<file path="src/rtl/load_store_unit_pkg.sv">
`default_nettype none
// ============================================================================
// Module   : load_store_unit_pkg
// Purpose  : Shared types and constants for the load/store unit: FSM state
//            encoding, RV32I load/store funct3 and opcode constants, and the
//            access legality check used at command capture.
// Ports    : none (package)
// Revision : 1.0 - initial release
// ============================================================================
package load_store_unit_pkg;

    // RV32I major opcodes that feed this unit through control_unit
    localparam logic [6:0] OPC_LOAD  = 7'b0000011;
    localparam logic [6:0] OPC_STORE = 7'b0100011;

    // Access size / sign encodings carried in funct3
    localparam logic [2:0] F3_B  = 3'b000;
    localparam logic [2:0] F3_H  = 3'b001;
    localparam logic [2:0] F3_W  = 3'b010;
    localparam logic [2:0] F3_BU = 3'b100;
    localparam logic [2:0] F3_HU = 3'b101;

    typedef enum logic [1:0] {
        ST_IDLE = 2'd0,
        ST_REQ  = 2'd1,
        ST_RESP = 2'd2,
        ST_DONE = 2'd3
    } lsu_state_e;

    // An access is legal when exactly one direction is requested, the funct3
    // exists for that direction, and the address is naturally aligned.
    function automatic logic lsu_access_legal(
        input logic       rd,
        input logic       wr,
        input logic [2:0] f3,
        input logic [1:0] byte_off
    );
        logic f3_ok;
        logic aligned;
        if (rd) begin
            f3_ok = (f3 == F3_B) || (f3 == F3_H) || (f3 == F3_W) ||
                    (f3 == F3_BU) || (f3 == F3_HU);
        end else begin
            f3_ok = (f3 == F3_B) || (f3 == F3_H) || (f3 == F3_W);
        end
        case (f3[1:0])
            2'b00:   aligned = 1'b1;
            2'b01:   aligned = ~byte_off[0];
            2'b10:   aligned = (byte_off == 2'b00);
            default: aligned = 1'b0;
        endcase
        return ~(rd & wr) & f3_ok & aligned;
    endfunction

endpackage
`default_nettype wire

</file>
<file path="src/rtl/lsu_align.sv">
`default_nettype none
// ============================================================================
// Module   : lsu_align
// Purpose  : Combinational data steering for the load/store unit.
//            Stores: byte enables and replicated store data per size/offset.
//            Loads : byte/half extraction by offset with sign/zero extension.
// Ports    : is_load     - 1 = load access (byte enables forced to 1111)
//            funct3      - access size/sign
//            byte_off    - addr[1:0]
//            store_data  - raw rs2 value
//            load_word   - raw 32-bit bus read word
//            be          - byte enables for the bus
//            store_lanes - lane-replicated store data
//            load_data   - extended load result
// Revision : 1.0 - initial release
// ============================================================================
module lsu_align
    import load_store_unit_pkg::*;
(
    input  logic        is_load,
    input  logic [2:0]  funct3,
    input  logic [1:0]  byte_off,
    input  logic [31:0] store_data,
    input  logic [31:0] load_word,
    output logic [3:0]  be,
    output logic [31:0] store_lanes,
    output logic [31:0] load_data
);

    logic [7:0]  w_byte;
    logic [15:0] w_half;

    // Replicating the datum into every lane lets the memory pick whichever
    // lane the byte enables select, with no shifter needed here.
    always_comb begin
        be          = 4'b1111;
        store_lanes = store_data;
        if (!is_load) begin
            case (funct3[1:0])
                2'b00: begin
                    be          = 4'b0001 << byte_off;
                    store_lanes = {4{store_data[7:0]}};
                end
                2'b01: begin
                    be          = 4'b0011 << byte_off;
                    store_lanes = {2{store_data[15:0]}};
                end
                default: begin
                    be          = 4'b1111;
                    store_lanes = store_data;
                end
            endcase
        end
    end

    always_comb begin
        case (byte_off)
            2'd0:    w_byte = load_word[7:0];
            2'd1:    w_byte = load_word[15:8];
            2'd2:    w_byte = load_word[23:16];
            default: w_byte = load_word[31:24];
        endcase
        w_half = byte_off[1] ? load_word[31:16] : load_word[15:0];

        case (funct3)
            F3_B:    load_data = {{24{w_byte[7]}}, w_byte};
            F3_H:    load_data = {{16{w_half[15]}}, w_half};
            F3_BU:   load_data = {24'd0, w_byte};
            F3_HU:   load_data = {16'd0, w_half};
            default: load_data = load_word;
        endcase
    end

endmodule
`default_nettype wire

</file>
<file path="src/rtl/load_store_unit.sv">
`default_nettype none
// ============================================================================
// Module   : load_store_unit
// Purpose  : MEM-stage data-memory initiator. Captures a load/store command,
//            checks legality, runs the req/ready + rvalid bus handshake,
//            extends load data and retires with a one-cycle done pulse.
//            Misaligned/illegal accesses and bus timeouts retire with err=1.
// Ports    : clk, rst                 - clock, synchronous active-high reset
//            valid, mem_read, mem_write, funct3, addr, wdata - command in
//            stall                    - pipeline hold (combinational)
//            done, err, rdata         - retirement outputs
//            dmem_req, dmem_we, dmem_addr, dmem_wdata, dmem_be - bus request
//            dmem_ready, dmem_rvalid, dmem_rdata                - bus response
// Revision : 1.0 - initial release
// ============================================================================
module load_store_unit
    import load_store_unit_pkg::*;
#(
    parameter int TIMEOUT = 16
) (
    input  logic        clk,
    input  logic        rst,
    input  logic        valid,
    input  logic        mem_read,
    input  logic        mem_write,
    input  logic [2:0]  funct3,
    input  logic [31:0] addr,
    input  logic [31:0] wdata,
    output logic        stall,
    output logic        done,
    output logic        err,
    output logic [31:0] rdata,
    output logic        dmem_req,
    output logic        dmem_we,
    output logic [31:0] dmem_addr,
    output logic [31:0] dmem_wdata,
    output logic [3:0]  dmem_be,
    input  logic        dmem_ready,
    input  logic        dmem_rvalid,
    input  logic [31:0] dmem_rdata
);

    localparam int              c_cnt_w   = (TIMEOUT > 1) ? $clog2(TIMEOUT) : 1;
    localparam logic [c_cnt_w-1:0] c_to_last = c_cnt_w'(TIMEOUT - 1);

    lsu_state_e         r_state;
    logic [31:0]        r_addr;
    logic [31:0]        r_wdata;
    logic [2:0]         r_f3;
    logic               r_is_load;
    logic               r_err;
    logic [31:0]        r_rdata;
    logic [c_cnt_w-1:0] r_cnt;

    logic               w_start;
    logic               w_legal;
    logic               w_to_hit;
    logic               w_in_req;
    logic [3:0]         w_be;
    logic [31:0]        w_lanes;
    logic [31:0]        w_ext;

    assign w_start  = valid & (mem_read | mem_write);
    assign w_legal  = lsu_access_legal(mem_read, mem_write, funct3, addr[1:0]);
    // A zero TIMEOUT disables the watchdog entirely.
    assign w_to_hit = (TIMEOUT != 0) && (r_cnt == c_to_last);
    assign w_in_req = (r_state == ST_REQ);

    lsu_align u_align (
        .is_load     (r_is_load),
        .funct3      (r_f3),
        .byte_off    (r_addr[1:0]),
        .store_data  (r_wdata),
        .load_word   (dmem_rdata),
        .be          (w_be),
        .store_lanes (w_lanes),
        .load_data   (w_ext)
    );

    always_ff @(posedge clk) begin
        if (rst) begin
            r_state   <= ST_IDLE;
            r_addr    <= 32'd0;
            r_wdata   <= 32'd0;
            r_f3      <= 3'd0;
            r_is_load <= 1'b0;
            r_err     <= 1'b0;
            r_rdata   <= 32'd0;
            r_cnt     <= '0;
        end else begin
            case (r_state)
                ST_IDLE: begin
                    if (w_start) begin
                        r_addr    <= addr;
                        r_wdata   <= wdata;
                        r_f3      <= funct3;
                        r_is_load <= mem_read & ~mem_write;
                        r_cnt     <= '0;
                        r_err     <= ~w_legal;
                        if (w_legal) begin
                            r_state <= ST_REQ;
                        end else begin
                            r_rdata <= 32'd0;
                            r_state <= ST_DONE;
                        end
                    end
                end
                ST_REQ: begin
                    // Acceptance wins over a coincident timeout.
                    if (dmem_ready) begin
                        r_cnt   <= '0;
                        r_state <= r_is_load ? ST_RESP : ST_DONE;
                    end else if (w_to_hit) begin
                        r_err   <= 1'b1;
                        r_rdata <= 32'd0;
                        r_state <= ST_DONE;
                    end else begin
                        r_cnt <= r_cnt + 1'b1;
                    end
                end
                ST_RESP: begin
                    if (dmem_rvalid) begin
                        r_rdata <= w_ext;
                        r_state <= ST_DONE;
                    end else if (w_to_hit) begin
                        r_err   <= 1'b1;
                        r_rdata <= 32'd0;
                        r_state <= ST_DONE;
                    end else begin
                        r_cnt <= r_cnt + 1'b1;
                    end
                end
                default: begin
                    r_state <= ST_IDLE;
                end
            endcase
        end
    end

    assign stall      = ((r_state == ST_IDLE) & w_start) | w_in_req | (r_state == ST_RESP);
    assign done       = (r_state == ST_DONE);
    assign err        = done & r_err;
    assign rdata      = r_rdata;

    // Bus fields are driven only while a request is outstanding so the bus
    // sees all-zero outside REQ.
    assign dmem_req   = w_in_req;
    assign dmem_we    = w_in_req & ~r_is_load;
    assign dmem_addr  = w_in_req ? {r_addr[31:2], 2'b00} : 32'd0;
    assign dmem_wdata = (w_in_req & ~r_is_load) ? w_lanes : 32'd0;
    assign dmem_be    = w_in_req ? w_be : 4'd0;

endmodule
`default_nettype wire

</file>
<file path="config.mk">
export PLATFORM = sky130hd
export DESIGN_NAME = load_store_unit
export DESIGN_NICKNAME = d
export VERILOG_FILES = /design/src/rtl/load_store_unit_pkg.sv /design/src/rtl/lsu_align.sv /design/src/rtl/load_store_unit.sv
export SDC_FILE = /design/constraint.sdc
export NUM_CORES = 1
export LEC_CHECK = 0
export ABC_CLOCK_PERIOD_IN_PS = 1900
export BUFFER_PORTS_ARGS = -buffer_cell sky130_fd_sc_hd__buf_2
export CAP_MARGIN = 20
export CORE_UTILIZATION = 39
export DETAILED_ROUTE_END_ITERATION = 10
export GPL_TIMING_DRIVEN = 1
export SLEW_MARGIN = 15
export SYNTH_ARGS = -nofsm -noshare
export SYNTH_HDL_FRONTEND = slang
export SYNTH_HIERARCHICAL = 1
export SYNTH_SLANG_ARGS = --single-unit
</file>
<file path="constraint.sdc">
create_clock -name clk -period 1.9 [get_ports clk]
set_input_delay 0.095 -clock clk [delete_from_list [all_inputs] [get_ports clk]]
set_output_delay 0.095 -clock clk [all_outputs]
set_load 0.01 [all_outputs]
</file>
== Yosys cells after proc, flatten, opt, wreduce, memory -nomap -nowiden ==
Cells that the tools add are included.

* $add $sub $neg: 1
* Multipliers: 0
* Divide/modulo/power cells: 0
* Magnitude comparators: 0
* Equality and inequality tests: 20
* Shifts and indexed selects: 2
* Mux-type cells: 35
* Bitwise operators: 16
* Reduce and logical (&&, ||, !) cells: 16

{| class="wikitable"
|+ Operator list
! kind !! count
|-
| 32-bit two-way mux || 8
|-
| 32-bit one-hot mux with 4 select lines || 1
|-
| 32-bit one-hot mux with 3 select lines || 1
|-
| 32-bit one-hot mux with 2 select lines || 1
|-
| 4-bit two-way mux || 6
|-
| 8-bit one-hot mux with 3 select lines || 1
|-
| 16-bit two-way mux || 1
|-
| 3-bit == test, second input constant || 4
|-
| 4-bit one-hot mux with 3 select lines || 1
|-
| 2-bit zero test || 5
|-
| 2-bit two-way mux || 5
|-
| 1-bit bitwise AND || 8
|-
| 2-bit by 1-bit == test with 1-bit output, second input constant || 4
|-
| 2-bit == test, second input constant || 4
|-
| 2-bit != test, second input constant || 4
|-
| 4-bit one-hot mux with 2 select lines || 1
|-
| 4-bit AND reduction || 2
|-
| 3-bit by 1-bit == test with 1-bit output, second input constant || 2
|-
| 3-bit zero test || 2
|-
| 1-bit two-way mux || 6
|-
| 1-bit one-hot mux with 3 select lines || 2
|-
| 2-bit one-hot mux with 3 select lines || 1
|-
| 1-bit inverter || 5
|-
| 4-bit by 1-bit adder with 4-bit output, second input constant || 1
|-
| 9 further kinds || 14
|}

* Register bits: 107
* Latch bits: 0
* Memory bits (writable): 0
* Memory bits (read-only): 0
* Input port bits: 106
* Output and inout bits: 105
* Logic and storage cells: 98
* Memories: 0

== Depth between registers and ports, before layout ==
Gate-level depths: netlist of run 1.

* Depth in word-level cells: 11
* Mapped depth: 9

== Cells and area by module ==
Netlist of run 1, hierarchy kept.

{| class="wikitable"
|+ Modules (own cells, without submodules)
! module !! times used !! cells an instance !! area each (um^2) !! sequential area each (um^2)
|-
| load_store_unit || 1 || 593 || 4765.8 || 2142.1
|-
| lsu_align || 1 || 184 || 1326.3 || 0.0
|}

== Worst setup path after synthesis of run 1 ==
No wires, ideal clock.

* Kind: register -> register
* Start point: register r_state[1]
* End point: register r_rdata[15], in the netlist rdata[15]
* Arrival: 1771 ps
* Setup slack: 59 ps
* Stages on the path, launching flop included: 8
* Clock period less this slack: 1841 ps
* Path through: dfxtp_1 -> inv_1 -> ha_1 -> a21o_1 -> a2111oi_4 -> buf_6 -> nand3_1 -> a21oi_1

* Word-level cells in the longest chain between the ends: 3
* Elaborated cells on any way between the ends: 9

{| class="wikitable"
|+ RTL lines
! what !! line !! text
|-
| from (decl) || load_store_unit.sv:46 || <nowiki>lsu_state_e r_state;</nowiki>
|-
| from (signal assigned) || load_store_unit.sv:112 || <nowiki>r_state <= r_is_load ? ST_RESP : ST_DONE;</nowiki>
|-
| 2-bit by 1-bit == test with 1-bit output (*) || n/a ||
|-
| named net dmem_req || load_store_unit.sv:33 || <nowiki>output logic dmem_req,</nowiki>
|-
| 2-bit != test (no source line) / 3-bit nonzero test (equally long branches) || n/a ||
|-
| 4-bit AND reduction (no source line) || n/a ||
|-
| to (signal assigned) || load_store_unit.sv:123 || <nowiki>r_rdata <= w_ext;</nowiki>
|-
| to (decl) || load_store_unit.sv:52 || <nowiki>logic [31:0] r_rdata;</nowiki>
|}

Mark *: on every way through the listed nets, which the timed path passes. The rest lies on a longest branch.
A chain may end at the register's enable or synchronous reset.

== Worst setup path after layout of run 1 ==
* Start point: register r_state[0]
* End point: register r_rdata[19], in the netlist rdata[19]

* Word-level cells in the longest chain between the ends: 3
* Elaborated cells on any way between the ends: 9

{| class="wikitable"
|+ RTL lines
! what !! line !! text
|-
| 2-bit by 1-bit == test with 1-bit output (tied with other cells) || load_store_unit.sv:91 || <nowiki>case (r_state)</nowiki>
|-
| 2-bit != test (no source line) / 3-bit nonzero test (equally long branches) || n/a ||
|-
| 4-bit AND reduction (no source line) || n/a ||
|}

Parallel ways exist; a longest one is shown, timed or not.

==> flow_metrics.tcl, run 1 <==
set metrics [dict create \
    synth_area_um2 6090 \
    instances_no_fill 1227 \
    grt_pass1_vias 5900 \
    antenna_found_initial 0 \
    synth_top_cells_by_count "nand2_1, a21oi_1, dfxtp_1" \
    cts_buffer_depth 2 \
    area_growth_pct 44.4 \
    multi_input_area_um2 3640 \
    placed_cell_area_um2 7250 \
    numCtsBuffers 9 \
    root_buffer "clkbuf_16" \
    die_y_um 127 \
    grt_max_degree 68 \
    synth_ff_type "dfxtp_1" \
    yosys.area.top_type_share_pct 35.2 \
    synth_most_common_cell "nand2_1" \
    end_kind "flop" \
    skew_ps 5.34 \
    period_share_pct 102 \
    drive_above_1_share_pct 34.8 \
    fin_crit_ps 1930 \
    path_clk_slew_ps 70 \
    tightest_slew_ps 627 \
    wire_per_inst_um 16.3 \
    grt_pass1_wl_um 29600 \
    finalSetupTns_ps -206 \
    drv_cap 0 \
    synthTopCellsByArea "dfxtp_1, a21oi_1, nand2_1, and2_1, o31ai_1" \
    port_buffers 208 \
    drt-total-wl_um 20000 \
    die_area_um2 16100 \
    power_mw 8.67 \
    synthCells 777 \
    cts_tree "yes" \
    remaining_drc_errors 0 \
    yosysSeqAreaShare_pct 35.2 \
    syn_area_per_cell_um2 7.84 \
    path_cells "buf_6, ha_4, a21o_1, a2111oi_4, buf_4, clkbuf_16, nand3_1, a21oi_1" \
    synth-seq-cells 107 \
    dp.cells 1128 \
    hpwl_um 12300 \
    cp-start-kind "flop" \
    rows 45 \
    clk_latency_ps 360 \
    start_util_pct 40.1 \
    drv_slew 0 \
    synth_cell_types 57 \
    seq_area_um2 2150 \
    grt_usage_pct 23.0 \
    grt.overflow.total 0 \
    slowest_delay_ps 410 \
    cp_slowest_cell "a2111oi_4" \
    die_x_um 127 \
    fmax_mhz 518 \
    power.density_nw_per_um2 986 \
    grt_setup_unrepaired "yes" \
    final.setup.worst_slack_ps -28.9 \
    p_leak_nw 3.85 \
    core-area_um2 15200 \
    htreeDepth 3 \
    status "complete, but fails checks" \
    vias 6486 \
    cts_sinks 107 \
    cp_max_fo 8 \
    async_flop_share_pct 0 \
    vdd_drop_max_v 0.000569 \
    ioPinCount 211 \
    nFillCells 1376 \
    ant_nets 0 \
    yosys_warnings 6 \
    violations "negative setup slack" \
    cp_data_required_time_ps 2190 \
    fin_nets 1145 \
    finish.utilization_pct 57.9 \
    synth_edf_count 0 \
    first_iter_violations 382 \
    setup_viol 15 \
    viasPerCell 5.29 \
    critPathKind "flop to flop" \
    relSlewSlack_pct 58.1 \
    dr.pass1.iters 5 \
    synth_largest_area_cell "dfxtp_1" \
    hold_class "input port to flop" \
    hold_viol 0 \
    cp.arrival_ps 2220 \
    routabilityCongestion 0.886 \
    design_area_um2 8800 \
]
==> registers in the layout (all words and copies together) (netlist names) <==
signal	flops
r_cnt	4
r_is_load	1
rdata	32
r_err	1
r_f3	3
r_wdata	32
r_state	2
r_addr	32
==> path summary, 6_finish.rpt <==
check / startpoint / to / slack (ps) / cells past startpoint
setup / recovery: r_state[0] / rdata[19] / -30 / 8
hold / removal: addr[0] / r_addr[0] / 20 / 3
setup reg to reg: r_state[0] / rdata[19] / -30 / 8
hold reg to reg: r_addr[27] / r_addr[27] / 450 / 2
==> logic make-up after synthesis <==
| logic type | Yosys count | share of synthesized area (%) |
|---|---|---|
| mux | 29 | 5.32 |
| compound gates | 232 | 24.9 |
| buf+inv | 87 | 8.24 |
| simple gates | 315 | 25.1 |
| other cells | 1 | 0.0616 |
| fa+ha+maj | 6 | 1.23 |
| flops | 107 | 35.2 |
==> worst max-delay path, delay by kind of cell, from the launching register on <==
family / cells / cell delay (ps)
AO/OA/AOI/OAI: 3 / 750
adder cells (fa/ha/maj): 1 / 150
buffers and inverters: 3 / 500
flip-flops: 1 / 370
AND/OR/NAND/NOR: 1 / 80
==> per-layer routing <==
layer  vias to the layer above  global-route usage [%]  routed length [um]
met1                      3042                    28.5                8560
met2                       212                    39.4                9830
met5                         -                       0                   0
met3                        28                    4.98                1190
met4                         0                    7.91                 397
li1                       3204                       -                   -
==> area by class of cell <==
cell class | instances | share of cell area, %
antenna | 1 | 0.0284
clock buffer | 10 | 2.72
clock inverter | 6 | 0.555
inverter | 10 | 0.455
multi-input combinational | 584 | 41.4
sequential | 107 | 24.4
tap | 188 | 2.67
timing repair buffer | 321 | 27.7
==> report_power, final <==
group / total [mW] / switching, mW / leakage (nW) / internal [mW]
registers: 2.71 / 0.201 / 0.872 / 2.51
clock network: 1.86 / 0.923 / 0.137 / 0.941
logic: 4.10 / 2.28 / 2.84 / 1.82
total: 8.67 / 3.40 / 3.85 / 5.27
==> through the flow <==
step	hold WS (ps)	setup slack (ps)
finish	24.6	-28.9
global route	18.3	-87.9
CTS	15.0	-2.07
detailed placement	340	-28.7
global placement	337	26.2
floorplan	211	58.8
==> what timing repair did <==
action                                  4_1_cts  5_1_grt
buffers inserted                              3        8
endpoints found under the setup margin       51       66
endpoints found under the hold margin        66        0
pin swaps                                     1       28
gates resized for setup                      13       88
hold buffers                                 66        0
gates cloned                                  0        5
==> placed cells by master (no fill, tap or decap), types with 23 or more instances in the layout <==
cell type	count
and2_4	27
dlygate4sd3_1	66
buf_6	36
nand2_1	149
nand3_1	29
buf_2	177
nor2_1	23
dfxtp_1	104
and2_1	40
a21oi_1	118
o31ai_1	34
buf_4	29
(Power assumes the default switching activity.)
==> run 2: changes to the inputs <==
--- a/config.mk
+++ b/config.mk
@@ -8,9 +8,11 @@
 export ABC_CLOCK_PERIOD_IN_PS = 1900
 export BUFFER_PORTS_ARGS = -buffer_cell sky130_fd_sc_hd__buf_2
 export CAP_MARGIN = 20
+export CORE_ASPECT_RATIO = 1.75
 export CORE_UTILIZATION = 39
 export DETAILED_ROUTE_END_ITERATION = 10
 export GPL_TIMING_DRIVEN = 1
+export PLACE_DENSITY = 0.67
 export SLEW_MARGIN = 15
 export SYNTH_ARGS = -nofsm -noshare
 export SYNTH_HDL_FRONTEND = slang
==> flow_metrics.tcl, run 2 (synthesis gave the netlist of run 1 again) <==
set metrics [dict create \
    fin_nets 1146 \
    switchingPower_mw 3.43 \
    hold_viol 0 \
    cts_sinks 107 \
    ant_nets 0 \
    violations "negative setup slack" \
    power.density_nw_per_um2 1000 \
    fmax_mhz 521 \
    cts_buffer_depth 2 \
    drt-total-wl_um 20900 \
    ff2ff_path_depth 8 \
    numCtsBuffers 9 \
    layout_common_cells "buf_2, nand2_1, a21oi_1" \
    htreeDepth 3 \
    pwr-share-seq_pct 30.9 \
    area_growth_pct 43.5 \
    cp-start-kind "flop" \
    vdd_drop_max_v 0.000471 \
    instances_no_fill 1225 \
    grt_pass1_vias 6332 \
    die_y_um 167 \
    cp_max_fo 8 \
    hold-path-cell-count 3 \
    first_iter_violations 245 \
    dp.cells 1131 \
    placed_cell_area_um2 7280 \
    clk_latency_ps 340 \
    ioPinCount 211 \
    status "complete, but fails checks" \
    core-area_um2 15300 \
    pre_cts_ws_ps 37.9 \
    skew_ps 5.00 \
    cp_data_required_time_ps 1800 \
    grt_usage_pct 25.0 \
    remaining_drc_errors 0 \
    critPathKind "flop to primary output" \
    rows 60 \
    die_area_um2 16100 \
    fin_crit_ps 1920 \
    vias 6576 \
    routabilityCongestion 0.867 \
    antenna_found_initial 0 \
    grt_pass1_wl_um 31400 \
    finish.utilization_pct 57.1 \
    path_clk_slew_ps 80 \
    end_kind "primary output" \
    p_comb_share_pct 47.8 \
    hpwl_um 13600 \
    p_sw_share_pct 39.3 \
    finalSetupTns_ps -69.2 \
    grt_setup_unrepaired "yes" \
    viasPerCell 5.37 \
    final_common_cell "buf_2" \
    drive_above_1_share_pct 34.4 \
    design_area_um2 8740 \
    grt_max_degree 51 \
    period_share_pct 101 \
    grt.overflow.total 0 \
    hold_class "input port to flop" \
    cts_tree "yes" \
    final.setup.worst_slack_ps -19.7 \
    cp.arrival_ps 1820 \
    drv_slew 0 \
    setup_viol 13 \
    dr.pass1.iters 5 \
    drv_cap 0 \
    clkPwrFrac_pct 21.3 \
    num_antenna_cells 0 \
    wire_per_inst_um 17.1 \
    start_util_pct 39.8 \
    port_buffers 208 \
    die_x_um 96.5 \
    root_buffer "clkbuf_16" \
    p_leak_nw 3.87 \
    p_int_mw 5.31 \
]
run 2: critical path, stage by stage (launching register included):
cell and delay (ps):
dfxtp_2 350, buf_6 120, ha_4 120, buf_6 100
nor2b_4 310, clkbuf_16 220, and2_4 150, buf_6 100
run 2: metrics by stage:
stage | power (mW) | hold WS [ps]
2_1_floorplan | 5.04 | 211
3_3_place_gp | 6.14 | 337
3_5_place_dp | 6.17 | 340
4_1_cts | 8.36 | 19.4
5_1_grt | 9.23 | 49.5
6_report | 8.74 | 28.2
run 2: timing repair:
action,CTS,global route
endpoints found under the hold margin,64,0
gates resized for setup,15,74
hold buffers,64,0
buffers inserted,7,3
gates cloned,1,4
endpoints found under the setup margin,37,63
pin swaps,2,15
run 2: area by class of cell:
cell class / instances / area [um2]
clock buffers: 9 / 225
clock inverters: 7 / 60.1
fillers: 1409 / 6570
inverters: 10 / 40.0
multi-input cells: 584 / 3580
flip-flops and latches: 107 / 2150
well taps: 186 / 233
repair buffers: 322 / 2450
run 2: power groups by stage:
stage	combinational, mW	sequential [mW]	clock, mW
2_1_floorplan	2.35	2.69	0
3_3_place_gp	3.42	2.72	0
3_5_place_dp	3.44	2.73	0
4_1_cts	3.77	2.68	1.90
5_1_grt	4.52	2.73	1.98
6_report	4.18	2.70	1.86
run 2: path summary, 6_finish.rpt:
kind                    from              to  slack [ps]
hold / removal       addr[1]       r_addr[1]          30
setup / recovery  r_state[0]  dmem_wdata[23]         -20
hold reg to reg    r_addr[7]       r_addr[7]         450
setup reg to reg  r_state[1]       rdata[15]          70
run 2: layer usage:
layer | share of wire (%) | vias to the layer above | track usage [%] | routed length [um]
met2 | 54 | 268 | 45.6 | 11400
met4 | 5.2 | 0 | 13.7 | 1090
met3 | 5.9 | 75 | 4.59 | 1240
li1 | - | 3194 | - | -
met5 | 0 | - | 0 | 0
met1 | 35 | 3039 | 25.7 | 7250
==> run 3: changes to the inputs <==
--- a/config.mk
+++ b/config.mk
@@ -7,12 +7,12 @@
 export LEC_CHECK = 0
 export ABC_CLOCK_PERIOD_IN_PS = 1900
 export BUFFER_PORTS_ARGS = -buffer_cell sky130_fd_sc_hd__buf_2
-export CAP_MARGIN = 20
+export CAP_MARGIN = 30
 export CORE_ASPECT_RATIO = 1.75
 export CORE_UTILIZATION = 39
 export DETAILED_ROUTE_END_ITERATION = 10
 export GPL_TIMING_DRIVEN = 1
-export PLACE_DENSITY = 0.67
+export PLACE_DENSITY_LB_ADDON = 0.3
 export SLEW_MARGIN = 15
 export SYNTH_ARGS = -nofsm -noshare
 export SYNTH_HDL_FRONTEND = slang
==> flow_metrics.tcl, run 3 (synthesis gave the netlist of run 1 again) <==
set metrics [dict create \
    fin_nets 1138 \
    start_util_pct 39.8 \
    vias 6493 \
    grt_setup_unrepaired "yes" \
    layout_common_cells "buf_2, nand2_1, a21oi_1" \
    num_antenna_cells 0 \
    finalSetupTns_ps -79.8 \
    die_y_um 167 \
    skew_ps 7.44 \
    tightest_slew_ps 833 \
    nFillCells 1456 \
    grt_max_degree 72 \
    drive_above_1_share_pct 32.8 \
    setup_viol 9 \
    power_mw 8.90 \
    dp.cells 1128 \
    fin_crit_ps 1930 \
    antenna_found_initial 2 \
    hold-worst-slack_ps 14.4 \
    final.setup.worst_slack_ps -29.5 \
    multi_input_area_um2 3560 \
    reg2reg_slack_ps -10 \
    violations "negative setup slack" \
    htreeDepth 3 \
    vdd_drop_max_v 0.000513 \
    finish.utilization_pct 56.3 \
    hold_class "input port to flop" \
    grt_pass1_wl_um 31100 \
    status "complete, but fails checks" \
    ff2ff_path_depth 8 \
    path_clk_slew_ps 80 \
    ant_nets 0 \
    instances_no_fill 1217 \
    cp_slowest_cell "dfxtp_4" \
    first_iter_violations 349 \
    port_buffers 208 \
    cts_sinks 107 \
    seq_area_um2 2150 \
    drv_cap 0 \
    path_cells "inv_6, ha_4, buf_12, nor2b_4, clkbuf_16, and2_1, buf_2" \
    endpoint "dmem_wdata[13]" \
    routabilityCongestion 0.882 \
    critPathKind "flop to primary output" \
    cp.arrival_ps 1830 \
    fmax_mhz 518 \
    cts_tree "yes" \
    viasPerCell 5.34 \
    area_growth_pct 41.5 \
    dr.pass1.iters 7 \
    end_kind "primary output" \
    cp_max_fo 16 \
    core-area_um2 15300 \
    power.density_nw_per_um2 1030 \
    root_buffer "clkbuf_16" \
    cts_buffer_depth 2 \
    grt_pass1_vias 6303 \
    drt-total-wl_um 20600 \
    die_x_um 96.5 \
    wire_per_inst_um 16.9 \
    clk_latency_ps 350 \
    grt_usage_pct 24.7 \
    cp-start-kind "flop" \
    rows 60 \
    ioPinCount 211 \
    hold_viol 0 \
    period_share_pct 102 \
    slowest_delay_ps 370 \
    reg2reg_from "r_state[1]" \
    reg2reg_to "rdata[22]" \
    numCtsBuffers 9 \
    startpoint "r_state[1]" \
    p_leak_nw 3.81 \
    hpwl_um 13500 \
    relSlewSlack_pct 44.5 \
    cp_data_required_time_ps 1800 \
    drv_slew 0 \
    grt.overflow.total 0 \
    remaining_drc_errors 0 \
    die_area_um2 16100 \
    final_common_cell "buf_2" \
]
## run 3: cell count changes in the layout (fill, tap and decap cells not counted), sizes merged
| cell | change |
|---|---|
| buf | -6 |
| dlygate4sd3 | -3 |
| bufinv | +1 |
| clkbuf | +1 |
| clkinv | -1 |
## run 3: layer usage
| layer | share of wire [%] | GRT usage [%] |
|---|---|---|
| met1 | 36 | 25.2 |
| met5 | 0.097 | 0 |
| met3 | 5.0 | 4.45 |
| met4 | 4.1 | 12.7 |
| met2 | 54 | 46.0 |
## run 3: what timing repair did
| action | 4_1_cts | 5_1_grt |
|---|---|---|
| pin swaps | 2 | 10 |
| cloned | 2 | 3 |
| hold buffers | 61 | 0 |
| endpoints found under the hold margin | 61 | 0 |
| setup endpoints to repair | 91 | 66 |
| gates resized for setup | 19 | 39 |
| setup buffers | 2 | 5 |
## run 3: where the power goes
part	switching [mW]	internal, mW
Clock	0.935	1.06
Sequential	0.204	2.51
Combinational	2.31	1.87
Total	3.45	5.45
## run 3: per-stage QoR
| step | setup WS [ps] | cell area [um2] |
|---|---|---|
| after global routing | -101 | 8620 |
| after detailed placement | -65.5 | 7260 |
| after global placement | -56.8 | 7260 |
| after CTS | 4.17 | 8350 |
| final | -29.5 | 8620 |
| after floorplan | 58.8 | 6100 |
## run 3: critical path, delay by kind of cell (launching register included)
family | cells | cell delay [ps]
buffers and inverters | 4 | 540
AND/OR/NAND/NOR | 2 | 400
flip-flops | 1 | 370
adder cells (fa/ha/maj) | 1 | 160
## run 3: area by class of cell
type	count	area share (%)
multi-input combinational	584	41.3
timing repair buffer	314	26.8
sequential	107	25.0
tap	186	2.70
clock buffer	9	2.61
clock inverter	7	1.10
inverter	10	0.494
## run 3: worst min-delay path by stage
stage                   start          end  slack, ps  depth (start not counted)
finish                addr[7]    r_addr[7]         10                          3
CTS                 funct3[2]      r_f3[2]          3                          3
global route          addr[7]    r_addr[7]          9                          3
global placement     wdata[3]   r_wdata[3]        340                          3
floorplan           mem_write    r_is_load        210                          1
detailed placement  wdata[16]  r_wdata[16]        340                          3
